===== src/rtl/fetch_unit_pkg.sv =====
// Shared fetch-path types and constants: instruction address/word widths,
// sequential increment, reset PC and the queue entry layout.
package fetch_unit_pkg;

    localparam int unsigned INSN_ADDR_WIDTH = 30;
    localparam int unsigned INSN_WIDTH      = 32;

    typedef logic [INSN_ADDR_WIDTH-1:0] insn_addr_t;
    typedef logic [INSN_WIDTH-1:0]      insn_word_t;

    localparam insn_addr_t INSN_PC_INC = insn_addr_t'(1);
    localparam insn_addr_t RESET_PC    = '0;

    typedef struct packed {
        insn_word_t insn;
        insn_addr_t pc;
    } queue_entry_t;

endpackage


===== src/rtl/fetch_unit_if.sv =====
// Fetch-stage bus: branch redirect in, instruction-memory request/response,
// and the decode-side valid/ready instruction stream.
interface fetch_unit_if;
    import fetch_unit_pkg::*;

    logic       brRedirect;
    insn_addr_t brTarget;
    logic       imemReq;
    insn_addr_t imemAddr;
    logic       imemAck;
    insn_word_t imemData;
    logic       insnValid;
    insn_word_t insn;
    insn_addr_t insnPC;
    logic       insnReady;

    modport master (
        input  brRedirect, brTarget, imemAck, imemData, insnReady,
        output imemReq, imemAddr, insnValid, insn, insnPC
    );

    modport slave (
        output brRedirect, brTarget, imemAck, imemData, insnReady,
        input  imemReq, imemAddr, insnValid, insn, insnPC
    );

endinterface


===== src/rtl/fetch_unit_insn_queue.sv =====
// Two-entry FIFO holding fetched {insn, pc} pairs; flush wins over push/pop.
module insn_queue #(
    parameter int unsigned WIDTH = 62
) (
    input  logic             clk,
    input  logic             rst,
    input  logic             push,
    input  logic             pop,
    input  logic             flush,
    input  logic [WIDTH-1:0] din,
    output logic [WIDTH-1:0] head,
    output logic [1:0]       count
);

    logic [WIDTH-1:0] slot0;
    logic [WIDTH-1:0] slot1;
    logic             pop_eff;

    assign pop_eff = pop && (count != 2'd0);
    assign head    = slot0;

    // slot0 is always the head; entries shift down on pop
    always_ff @(posedge clk) begin
        if (rst || flush) begin
            count <= 2'd0;
            slot0 <= '0;
            slot1 <= '0;
        end else begin
            unique case ({push, pop_eff})
                2'b10: begin
                    if (count == 2'd0) slot0 <= din;
                    else               slot1 <= din;
                    count <= count + 2'd1;
                end
                2'b01: begin
                    slot0 <= slot1;
                    count <= count - 2'd1;
                end
                2'b11: begin
                    if (count == 2'd1) begin
                        slot0 <= din;
                    end else begin
                        slot0 <= slot1;
                        slot1 <= din;
                    end
                end
                default: ;
            endcase
        end
    end

    overflow_chk: assert property (@(posedge clk) disable iff (rst)
        !(push && !pop_eff && !flush && count == 2'd2));

endmodule


===== src/rtl/fetch_unit.sv =====
// Instruction fetch stage: owns the fetch PC, keeps one imem request in flight,
// queues responses for decode and restarts on branch redirects.
module fetch_unit
    import fetch_unit_pkg::*;
(
    input  logic         clk,
    input  logic         rst,
    fetch_unit_if.master bus
);

    typedef enum logic [1:0] {IDLE, REQ, DROP} state_t;

    state_t       state, state_n;
    insn_addr_t   next_pc, next_pc_n;
    insn_addr_t   req_addr, req_addr_n;
    logic         push, pop, flush;
    logic [1:0]   count, cnt_after;
    queue_entry_t head;

    insn_queue #(.WIDTH($bits(queue_entry_t))) u_queue (
        .clk   (clk),
        .rst   (rst),
        .push  (push),
        .pop   (pop),
        .flush (flush),
        .din   ({bus.imemData, req_addr}),
        .head  (head),
        .count (count)
    );

    assign bus.imemReq   = (state != IDLE);
    assign bus.imemAddr  = req_addr;
    assign bus.insnValid = (count != 2'd0);
    assign bus.insn      = head.insn;
    assign bus.insnPC    = head.pc;

    assign pop       = bus.insnValid && bus.insnReady;
    assign cnt_after = count - {1'b0, pop};

    always_ff @(posedge clk) begin
        if (rst) begin
            state    <= IDLE;
            next_pc  <= RESET_PC;
            req_addr <= RESET_PC;
        end else begin
            state    <= state_n;
            next_pc  <= next_pc_n;
            req_addr <= req_addr_n;
        end
    end

    // A slot is reserved before issuing, so an acked response always fits
    always_comb begin
        state_n    = state;
        next_pc_n  = next_pc;
        req_addr_n = req_addr;
        push       = 1'b0;
        flush      = bus.brRedirect;
        if (bus.brRedirect) next_pc_n = bus.brTarget;

        unique case (state)
            IDLE: begin
                if (!bus.brRedirect && cnt_after < 2'd2) begin
                    req_addr_n = next_pc;
                    next_pc_n  = next_pc + INSN_PC_INC;
                    state_n    = REQ;
                end
            end
            REQ: begin
                if (bus.imemAck) begin
                    state_n = IDLE;
                    if (!bus.brRedirect) begin
                        push = 1'b1;
                        if (cnt_after == 2'd0) begin
                            req_addr_n = next_pc;
                            next_pc_n  = next_pc + INSN_PC_INC;
                            state_n    = REQ;
                        end
                    end
                end else if (bus.brRedirect) begin
                    state_n = DROP;
                end
            end
            DROP: begin
                if (bus.imemAck) state_n = IDLE;
            end
            default: state_n = IDLE;
        endcase
    end

endmodule


===== src/flat_wrapper.sv =====
// flat-port wrapper written by rule: the top's interface ports become plain ports
module fetch_unit_flat import fetch_unit_pkg::*;
  (clk, rst, bus_brRedirect, bus_brTarget, bus_imemAck, bus_imemData, bus_insnReady, bus_imemReq, bus_imemAddr, bus_insnValid, bus_insn, bus_insnPC);
  fetch_unit_if bus_i ();
  input  logic clk;
  input  logic rst;
  input wire logic [$bits(bus_i.brRedirect)-1:0] bus_brRedirect;
  input wire logic [$bits(bus_i.brTarget)-1:0] bus_brTarget;
  input wire logic [$bits(bus_i.imemAck)-1:0] bus_imemAck;
  input wire logic [$bits(bus_i.imemData)-1:0] bus_imemData;
  input wire logic [$bits(bus_i.insnReady)-1:0] bus_insnReady;
  output wire logic [$bits(bus_i.imemReq)-1:0] bus_imemReq;
  output wire logic [$bits(bus_i.imemAddr)-1:0] bus_imemAddr;
  output wire logic [$bits(bus_i.insnValid)-1:0] bus_insnValid;
  output wire logic [$bits(bus_i.insn)-1:0] bus_insn;
  output wire logic [$bits(bus_i.insnPC)-1:0] bus_insnPC;
  assign bus_i.brRedirect = bus_brRedirect;
  assign bus_i.brTarget = bus_brTarget;
  assign bus_i.imemAck = bus_imemAck;
  assign bus_i.imemData = bus_imemData;
  assign bus_i.insnReady = bus_insnReady;
  assign bus_imemReq = bus_i.imemReq;
  assign bus_imemAddr = bus_i.imemAddr;
  assign bus_insnValid = bus_i.insnValid;
  assign bus_insn = bus_i.insn;
  assign bus_insnPC = bus_i.insnPC;
  fetch_unit u_core (.clk(clk), .rst(rst), .bus(bus_i));
endmodule

===== config.mk =====
export PLATFORM = sky130hd
export DESIGN_NAME = fetch_unit_flat
export DESIGN_NICKNAME = d
export VERILOG_FILES = /design/src/rtl/fetch_unit_pkg.sv /design/src/rtl/fetch_unit_if.sv /design/src/rtl/fetch_unit_insn_queue.sv /design/src/rtl/fetch_unit.sv /design/src/flat_wrapper.sv
export SDC_FILE = /design/constraint.sdc
export NUM_CORES = 1
export LEC_CHECK = 0
export CORE_MARGIN = 2
export CORE_UTILIZATION = 50
export CTS_BUF_LIST = sky130_fd_sc_hd__clkbuf_4 sky130_fd_sc_hd__clkbuf_8
export CTS_CLUSTER_DIAMETER = 150
export DETAILED_ROUTE_END_ITERATION = 7
export PLACE_DENSITY_LB_ADDON = 0.05
export REMOVE_ABC_BUFFERS = 1
export SYNTH_ARGS = -nofsm -noshare
export SYNTH_HDL_FRONTEND = slang
export SYNTH_HIERARCHICAL = 1
export SYNTH_SLANG_ARGS = --single-unit

===== constraint.sdc =====
create_clock -name clk -period 2.7 [get_ports clk]
set_input_delay 0.54 -clock clk [delete_from_list [all_inputs] [get_ports clk]]
set_output_delay 0.54 -clock clk [all_outputs]
set_load 0.02 [all_outputs]

==> impl_metrics.tcl <==
set metrics [dict create \
    start_util_pct 50.6 \
    drv_cap 0 \
    status "finished, final reports clean" \
    power_leakage_nw 3.71 \
    worstPathRequired_ns 2.16 \
    dpl_cell_area_mm2 0.0111 \
    ys.flop_type "dfxtp_1" \
    irDropWorstVdd_mv 0.325 \
    wl_per_cell_um 18.7 \
    cts_setup_buffers 0 \
    swShare_pct 27.6 \
    routed_wl_mm 27.3 \
    cts_tree "built" \
    final_hold_viol_count 0 \
    core-area_mm2 0.0178 \
    syn_to_final_growth_pct 27.3 \
    fin_crit_sh_pct 96.6 \
    report.final.slew_viol_count 0 \
    synth.lib_cells_used.distinct 66 \
    slowest_delay_ns 0.61 \
    die_area_mm2 0.0191 \
    vias 9127 \
    end_kind "output port" \
    synth_edf_count 0 \
    first_global_vias 8449 \
    power.internal_w 0.00391 \
    power_frac_clock_pct 34.6 \
    final-setup-viol-count 0 \
    dieWidth_um 138 \
    vias_per_cell 6.26 \
    antenna_found_initial 0 \
    drc 0 \
    die_y_um 138 \
    antenna_left 0 \
    nets 1293 \
    cts.htree.levels 4 \
    place_hpwl_mm 17.7 \
    whs_ns 0.472 \
    cts-root-buf "clkbuf_8" \
    worstSkewPairLatency_ns 0.47 \
    yosysSeqAreaShare_pct 41.7 \
    setup_ws_ns 0.0905 \
    crit_chain "inv_1 -> nand2_1 -> clkdlybuf4s50_1" \
    grt_max_degree 65 \
    combPwrFrac_pct 11.1 \
    power.switching_w 0.00149 \
    grt_setup_unrepaired "yes" \
    hold_buffers 0 \
    ys_warn_count 6 \
    worst_slew_pin_slew_ns 0.595 \
    final_util_pct 64.4 \
    cts_sinks 188 \
    row_count 49 \
    crit_fanout 9 \
    gr-total-overflow 0 \
    diodes 0 \
    port_buffers 160 \
    place_ws_ns -0.146 \
    path_clk_slew_ns 0.10 \
    postSynthAreaPerCell_um2 8.30 \
    grt_pass1_wl_mm 44.4 \
    fin_area_mm2 0.0115 \
    power_density_mw_per_mm2 470 \
    grt_usage_pct 27.8 \
    pin_count 161 \
    dp_cells 1427 \
    worstPathArrival_ns 2.07 \
    dr.pass1.iters 7 \
    fin_skew_ns 0.0167 \
    max_slew_margin_pct 60.0 \
    power_frac_seq_pct 54.3 \
    cts_resized 0 \
    final_cells 1459 \
    synth-seq-cells 188 \
    crit_path_start_kind "flop" \
    drive_gt1_share_pct 10.5 \
    netlist_area_mm2 0.00903 \
    synthCells 1088 \
    max_clock_freq_mhz 383 \
    drtIter0Drc 923 \
    gp_congestion 0.942 \
    worstSetupPathType "flop to output port" \
    period_needed_ns 2.61 \
    holdCritPathClass "flop to flop" \
    numCtsBuffers 17 \
    crit_path_top_delay_cell "clkdlybuf4s50_1" \
    clock_tree.buffer_depth 2 \
    async_flop_share_pct 0 \
]
[cell usage in the layout, fill, tap and decap left out, types with 3 or more instances in the layout]
master           instances
a2111oi_0                4
a211oi_1                 6
a21oi_1                 98
a311oi_1                16
a31oi_1                 63
and2_1                   4
and3_1                   3
and4_1                  14
buf_12                  19
buf_4                   52
clkbuf_8                18
clkdlybuf4s50_1        159
clkinv_4                 4
dfxtp_1                188
ha_1                     8
inv_1                   19
inv_6                    3
nand2_1                 81
nand3_1                 12
nand3b_1                 3
nand4_1                 15
nor2_1                  25
nor2_4                   3
nor2b_1                  3
nor3_1                   9
nor3b_1                  3
nor4_1                   7
o211ai_1                64
o21ai_0                144
o21ai_1                 52
o31ai_1                 70
or3_1                    5
or4_1                    7
xor2_1                   3
[metal layers]
metal	GRT usage, %	vias up	routed length [um]	share of wire (%)
met4	8.59	0	323	1.2
met5	0	-	0	0
met3	4.16	31	1790	6.6
met2	44.3	380	12700	47
met1	39.1	4340	12500	46
li1	-	4376	-	-
[sequential cells by signal, summed over array words and instances, names as in the netlist]
signal	flops
u_core/u_queue/head	62
u_core/u_queue/slot1	62
u_core/bus.imemAddr	30
u_core/next_pc	30
u_core/state	2
u_core/u_queue/count	2
[Yosys cell counts, drive strengths merged, types with 16 or more instances]
master  count  area share (%)
o211ai     64             5.3
a311oi     16             1.6
o21ai     196              11
o31ai      70             5.8
nand2      82             3.4
inv        19            0.79
dfxtp     188              42
clkbuf     58             2.5
nand4      17             1.4
a21oi      98             5.4
buf        61             4.1
a31oi      63             4.4
nor2       28             1.3
[through the flow]
step	total power [W]	TNS [ns]
6_report	0.00540	0
5_1_grt	0.00559	-0.0293
4_1_cts	0.00543	0
3_5_place_dp	0.00359	-1.44
3_3_place_gp	0.00358	-0.231
2_1_floorplan	0.00322	-124.65
[power by group through the flow]
stage / clock [W] / combinational [W] / sequential [W]
after floorplan: 0 / 0.000213 / 0.00301
after global placement: 0 / 0.000588 / 0.00299
after detailed placement: 0 / 0.000593 / 0.00299
after CTS: 0.00190 / 0.000596 / 0.00293
after global routing: 0.00200 / 0.000649 / 0.00294
final: 0.00187 / 0.000599 / 0.00293
[cell families after synthesis]
kind of cell	after synthesis	synth area share (%)
buffers and inverters	140	7.64
AO/OA/AOI/OAI	530	35.6
flip-flops	188	41.7
XOR/XNOR	6	0.665
AND/OR/NAND/NOR	214	13.0
multiplexers	1	0.166
adder cells (fa/ha/maj)	9	1.25
[layout make-up]
type	count	area (um2)
Sequential cell	188	3760
Inverter	19	71.3
Fill cell	1625	6350
Clock buffer	19	255
Tap cell	229	287
Clock inverter	13	134
Timing Repair Buffer	231	2370
Multi-Input combinational cell	760	4620
[final timing paths]
path | depth (start not counted) | start | end | slack (ns)
hold / removal | 2 | u_core/u_queue/slot1[23] | u_core/u_queue/slot1[23] | 0.47
setup reg to reg | 7 | u_core/u_queue/count[1] | u_core/next_pc[7] | 0.15
hold reg to reg | 2 | u_core/u_queue/slot1[23] | u_core/u_queue/slot1[23] | 0.47
setup / recovery | 3 | u_core/state[1] | bus_imemReq | 0.09
[critical path, delay by kind of cell, from the launching register on]
| kind | cells | cell delay [ns] |
|---|---|---|
| AND/OR/NAND/NOR | 1 | 0.15 |
| buffers and inverters | 2 | 0.87 |
| flip-flops | 1 | 0.58 |
(Power assumes the default switching activity.)
